--- src/rtl/insr_issue_ctrl_if.sv ---
// Bundle for the fetch/issue controller: instruction-memory request side, execute handoff and status.
// master = controller side, slave = memory/execute/observer side.
interface insr_issue_ctrl_if;
    logic        imem_req;
    logic [31:0] imem_addr;
    logic        imem_ack;
    logic [31:0] imem_data;
    logic [31:0] insr;
    logic        insr_valid;
    logic        ex_ready;
    logic        redirect;
    logic [31:0] redirect_pc;
    logic [31:0] pc;
    logic [1:0]  state;
    logic        trap;

    modport master (
        output imem_req, imem_addr, insr, insr_valid, pc, state, trap,
        input  imem_ack, imem_data, ex_ready, redirect, redirect_pc
    );

    modport slave (
        input  imem_req, imem_addr, insr, insr_valid, pc, state, trap,
        output imem_ack, imem_data, ex_ready, redirect, redirect_pc
    );
endinterface

--- src/rtl/insr_issue_ctrl.sv ---
// Fetch/issue sequencer: requests a word at pc, holds it for execute; ILLEGAL_TRAP_EN adds an illegal-opcode HALT.
// Latency: insr_valid rises the cycle after imem_ack; pc advances the cycle after insr_valid & ex_ready.
// Backpressure: insr/pc held while ex_ready=0; request drops for one cycle after MEM_TIMEOUT idle fetch cycles.
module insr_issue_ctrl #(
    parameter logic [31:0] RESET_PC    = 32'h0000_0000,
    parameter int unsigned MEM_TIMEOUT = 15
) (
    input logic               clk,
    input logic               rst,
    insr_issue_ctrl_if.master bus
);
    localparam logic [31:0] NOP_WORD  = 32'h0000_0013;
    localparam logic [7:0]  TMO_LIMIT = 8'(MEM_TIMEOUT);

    typedef enum logic [1:0] {
        FETCH = 2'd0,
        ISSUE = 2'd1
`ifdef ILLEGAL_TRAP_EN
        ,
        HALT  = 2'd2
`endif
    } state_t;

    state_t      state_q, state_d;
    logic [31:0] pc_q, pc_d;
    logic [31:0] insr_q, insr_d;
    logic [7:0]  tmo_q, tmo_d;

    logic        fetch_gap;
    logic        req;
    logic        ack_take;
    logic [31:0] redirect_aligned;

    // The gap cycle is the one where the counter has reached the limit; an ack
    // there is not paired with an outstanding request and is ignored.
    assign fetch_gap        = (state_q == FETCH) && (tmo_q == TMO_LIMIT);
    assign req              = (state_q == FETCH) && !fetch_gap;
    assign ack_take         = req && bus.imem_ack;
    assign redirect_aligned = bus.redirect_pc & 32'hFFFF_FFFC;

`ifdef ILLEGAL_TRAP_EN
    logic opcode_ok;
    always_comb begin
        case (bus.imem_data[6:0])
            7'b0110011, 7'b0010011, 7'b0000011,
            7'b0100011, 7'b1100011, 7'b0110111,
            7'b0010111, 7'b1101111, 7'b1100111: opcode_ok = 1'b1;
            default:                            opcode_ok = 1'b0;
        endcase
    end
`endif

    always_comb begin
        state_d = state_q;
        pc_d    = pc_q;
        insr_d  = insr_q;
        tmo_d   = tmo_q;
        case (state_q)
            FETCH: begin
                if (bus.redirect) begin
                    pc_d  = redirect_aligned;
                    tmo_d = 8'd0;
                end else if (ack_take) begin
                    insr_d = bus.imem_data;
                    tmo_d  = 8'd0;
`ifdef ILLEGAL_TRAP_EN
                    state_d = opcode_ok ? ISSUE : HALT;
`else
                    state_d = ISSUE;
`endif
                end else if (fetch_gap) begin
                    tmo_d = 8'd0;
                end else begin
                    tmo_d = tmo_q + 8'd1;
                end
            end
            ISSUE: begin
                if (bus.redirect) begin
                    pc_d    = redirect_aligned;
                    tmo_d   = 8'd0;
                    state_d = FETCH;
                end else if (bus.ex_ready) begin
                    pc_d    = pc_q + 32'd4;
                    tmo_d   = 8'd0;
                    state_d = FETCH;
                end
            end
`ifdef ILLEGAL_TRAP_EN
            HALT: begin
                state_d = HALT;
            end
`endif
            default: begin
                state_d = FETCH;
                tmo_d   = 8'd0;
            end
        endcase
    end

    always_ff @(posedge clk) begin
        if (rst) begin
            state_q <= FETCH;
            pc_q    <= RESET_PC;
            insr_q  <= NOP_WORD;
            tmo_q   <= 8'd0;
        end else begin
            state_q <= state_d;
            pc_q    <= pc_d;
            insr_q  <= insr_d;
            tmo_q   <= tmo_d;
        end
    end

    assign bus.imem_req   = req;
    assign bus.imem_addr  = pc_q;
    assign bus.pc         = pc_q;
    assign bus.insr       = insr_q;
    assign bus.insr_valid = (state_q == ISSUE);
    assign bus.state      = state_q;
`ifdef ILLEGAL_TRAP_EN
    assign bus.trap       = (state_q == HALT);
`else
    assign bus.trap       = 1'b0;
`endif
endmodule

--- src/flat_wrapper.sv ---
// flat-port wrapper written by rule: the top's interface ports become plain ports
module insr_issue_ctrl_flat 
#(
    parameter logic [31:0] RESET_PC    = 32'h0000_0000,
    parameter int unsigned MEM_TIMEOUT = 15
)
  (clk, rst, bus_imem_req, bus_imem_addr, bus_insr, bus_insr_valid, bus_pc, bus_state, bus_trap, bus_imem_ack, bus_imem_data, bus_ex_ready, bus_redirect, bus_redirect_pc);
  insr_issue_ctrl_if bus_i ();
  input logic clk;
  input logic rst;
  output wire logic [$bits(bus_i.imem_req)-1:0] bus_imem_req;
  output wire logic [$bits(bus_i.imem_addr)-1:0] bus_imem_addr;
  output wire logic [$bits(bus_i.insr)-1:0] bus_insr;
  output wire logic [$bits(bus_i.insr_valid)-1:0] bus_insr_valid;
  output wire logic [$bits(bus_i.pc)-1:0] bus_pc;
  output wire logic [$bits(bus_i.state)-1:0] bus_state;
  output wire logic [$bits(bus_i.trap)-1:0] bus_trap;
  input wire logic [$bits(bus_i.imem_ack)-1:0] bus_imem_ack;
  input wire logic [$bits(bus_i.imem_data)-1:0] bus_imem_data;
  input wire logic [$bits(bus_i.ex_ready)-1:0] bus_ex_ready;
  input wire logic [$bits(bus_i.redirect)-1:0] bus_redirect;
  input wire logic [$bits(bus_i.redirect_pc)-1:0] bus_redirect_pc;
  assign bus_imem_req = bus_i.imem_req;
  assign bus_imem_addr = bus_i.imem_addr;
  assign bus_insr = bus_i.insr;
  assign bus_insr_valid = bus_i.insr_valid;
  assign bus_pc = bus_i.pc;
  assign bus_state = bus_i.state;
  assign bus_trap = bus_i.trap;
  assign bus_i.imem_ack = bus_imem_ack;
  assign bus_i.imem_data = bus_imem_data;
  assign bus_i.ex_ready = bus_ex_ready;
  assign bus_i.redirect = bus_redirect;
  assign bus_i.redirect_pc = bus_redirect_pc;
  insr_issue_ctrl #(.RESET_PC(RESET_PC), .MEM_TIMEOUT(MEM_TIMEOUT)) u_core (.clk(clk), .rst(rst), .bus(bus_i));
endmodule
--- config.mk ---
export PLATFORM = sky130hd
export DESIGN_NAME = insr_issue_ctrl_flat
export DESIGN_NICKNAME = d
export VERILOG_FILES = /design/src/rtl/insr_issue_ctrl_if.sv /design/src/rtl/insr_issue_ctrl.sv /design/src/flat_wrapper.sv
export SDC_FILE = /design/constraint.sdc
export NUM_CORES = 1
export LEC_CHECK = 0
export ABC_AREA = 1
export BUFFER_PORTS_ARGS = -buffer_cell sky130_fd_sc_hd__buf_2
export CAP_MARGIN = 30
export CORE_AREA = 2 2 98 100
export DETAILED_ROUTE_END_ITERATION = 10
export DIE_AREA = 0 0 100 102
export PLACE_DENSITY = 0.75
export SYNTH_ARGS = -nofsm -noshare
export SYNTH_HDL_FRONTEND = slang
export SYNTH_SLANG_ARGS = --single-unit
--- constraint.sdc ---
create_clock -name clk -period 1.9 [get_ports clk]
set_clock_uncertainty 0.2 [all_clocks]
set_input_delay 0.285 -clock clk [delete_from_list [all_inputs] [get_ports clk]]
set_output_delay 0.285 -clock clk [all_outputs]
set_load 0.02 [all_outputs]
==> results_dict.tcl <==
set metrics [dict create \
    ios 170 \
    drv_cap 0 \
    rsz0062_at_grt "false" \
    grt_first_pass_wirelength_mm 19.7 \
    period_share_pct 95.3 \
    finalNonFillerCells 926 \
    preCtsSetupSlack_ns -0.0997 \
    antenna_cells 0 \
    clk_path_buf_depth 2 \
    async_flop_share_pct 0 \
    first_iter_violations 183 \
    r2r_cells 9 \
    port_buffers 161 \
    routed_wl_mm 12.3 \
    numCtsBuffers 9 \
    worstPathCellList "ha_4 > nand2_4 > nor2_4 > a31oi_2 > buf_4" \
    die-width_um 100 \
    hold_viol_final 0 \
    drc_errors 0 \
    worstHoldPathType "input port to register" \
    arrival_ns 1.33 \
    coreArea_um2 9110 \
    grt_usage_pct 24.0 \
    p_per_area_nw_per_um2 706 \
    ir_drop_v 0.000460 \
    drtAntennaViolNets 0 \
    rows 35 \
    first_pass_iters 4 \
    grt_pass1_vias 4338 \
    synth_area_leader_cell "dfxtp_1" \
    path_buf_inv 1 \
    cts_root_buf "clkbuf_8" \
    vias_per_cell 5.03 \
    cp.required_ns 1.41 \
    htree_levels 3 \
    dp_hpwl_mm 8.52 \
    ys.flop_type "dfxtp_1" \
    antenna_found_initial 0 \
    die_area_um2 10200 \
    path_depth 5 \
    yosys_register_bits 71 \
    synth_edf_count 0 \
    synth_area_um2 4050 \
    syn_avg_cell_area_um2 6.34 \
    slowest_delay_ns 0.37 \
    insertion_delay_ns 0.34 \
    vias 4656 \
    synth_seq_area_share_pct 35.1 \
    cts.sinks 71 \
    critPathTopFamily "flip-flops" \
    die_y_um 102 \
    p_total_uw 3850 \
    setup_ws_ns 0.0895 \
    start_kind "register" \
    path_class "register to output port" \
    slew_viol_final 0 \
    gp_congestion 0.856 \
    fin_crit_ns 1.81 \
    cp-end-kind "output port" \
    p_leak_uw 0.00248 \
    ys_top_cells_by_area "dfxtp_1 35%, nand2_1 15%, nor2_1 13%" \
    whs_path_depth 3 \
    synthTopCellsByCount "158 x nand2_1, 143 x nor2_1, 71 x dfxtp_1, 41 x buf_4, 38 x nand3_1" \
    max_clock_freq_ghz 0.552 \
    clkTransAtPathRegs_ns 0.08 \
    path_max_fanout 4 \
    yosysMostFrequentCell "nand2_1" \
    yosysTopAreaCellShare_pct 35.1 \
    grt_max_degree 38 \
    yosys_warnings 0 \
    wl_per_cell_um 13.2 \
    gr-total-overflow 0 \
    cp_slowest_cell "dfxtp_2" \
    drive_above_1_share_pct 29.6 \
    placedCellCount 877 \
    status "completed" \
    syn_inst 638 \
    cts_tree "done" \
    nets 881 \
    synth.distinct_cells 32 \
    setup_violations 0 \
    area_delta_synth_final_pct 34.8 \
    initial_core_util_pct 44.4 \
]
[registers in the layout, indices dropped and copies added (netlist names)]
name,cells
u_core.bus.insr,32
u_core.bus.state,1
u_core.tmo_q,8
u_core.bus.imem_addr,30
[cells in the final DEF (no fill, tap or decap), types with 2 or more instances in the layout]
master and n:
conb_1 6, a21oi_1 33, nand3b_1 3, nor2_1 139
clkbuf_8 9, dfxtp_1 65, nand3_1 38, a221oi_1 2
o211ai_1 2, dfxtp_2 6, o21ai_0 35, o22ai_1 2
buf_2 160, buf_12 3, inv_2 6, or2_2 3
nand2_2 3, xor2_1 3, inv_1 28, nor2_2 9
nor3_1 7, buf_4 21, clkinvlp_4 2, a31oi_1 2
nand2_1 155, nor2_4 8, dlygate4sd3_1 32, inv_6 3
bufinv_16 2, o21ai_1 10, or2_0 2, nand4_1 7
[worst reg2reg max path, delay by kind of cell (launching register included)]
kind                     cells  cell delay, ns
AND/OR/NAND/NOR              6            0.57
AO/OA/AOI/OAI                1            0.19
buffers and inverters        1            0.16
adder cells (fa/ha/maj)      1            0.16
flip-flops                   1            0.37
[through the flow]
stage / utilization, % / area (µm²) / hold WS [ns] / setup TNS, ns
6_report: 59.9 / 5460 / 0.0123 / 0
5_1_grt: 59.9 / 5460 / 0.00918 / 0
4_1_cts: 58.9 / 5360 / 0.00452 / 0
3_5_place_dp: 52.8 / 4810 / 0.259 / -2.14
3_3_place_gp: 52.8 / 4810 / 0.237 / 0
2_1_floorplan: - / 4070 / 0.163 / 0
[where the power goes]
group | leakage [µW] | internal, µW | switching, µW | total (µW)
Sequential | 0.000587 | 1580 | 85.3 | 1670
Combinational | 0.00179 | 325 | 497 | 822
Clock | 0.000104 | 750 | 613 | 1360
Total | 0.00248 | 2660 | 1190 | 3850
[kinds of logic after synthesis]
kind of cell	share of synthesized area [%]
AND/OR/NAND/NOR	38.5
XOR/XNOR	0.866
buffers and inverters	13.0
adder cells (fa/ha/maj)	0.618
AO/OA/AOI/OAI	11.8
flip-flops	35.1
other	0.0926
[worst paths after layout]
kind | endpoint | start | slack [ns]
hold / removal | u_core.bus.imem_addr[3] | bus_redirect_pc[3] | 0.01
setup / recovery | bus_imem_req | u_core.tmo_q[0] | 0.09
setup reg to reg | u_core.bus.insr[15] | u_core.tmo_q[0] | 0.14
hold reg to reg | u_core.bus.insr[4] | u_core.bus.insr[4] | 0.29
[cell type report]
type                       instances  area (µm²)
multi-input combinational        477        2190
timing repair buffer             216        1340
tap                              111         139
fill                             859        3650
clock inverter                     6        92.6
sequential                        71        1430
clock buffer                      10         128
inverter                          35         136
[routing by layer]
metal | global-route usage [%] | vias to the layer above | part of all wire [%]
met5 | 0 | - | 0
met4 | 10.4 | 0 | 2.5
met3 | 5.06 | 28 | 6.9
met2 | 42.2 | 192 | 49
met1 | 28.6 | 2097 | 42
li1 | - | 2339 | -
[timing repair]
item | in CTS | in global routing
resized for setup | 5 | 26
setup endpoints to repair | 34 | 51
hold endpoints to repair | 32 | 0
setup buffers | 0 | 1
pin swaps | 0 | 4
hold buffers | 32 | 0
No activity file was read; power rests on OpenSTA's default activity.
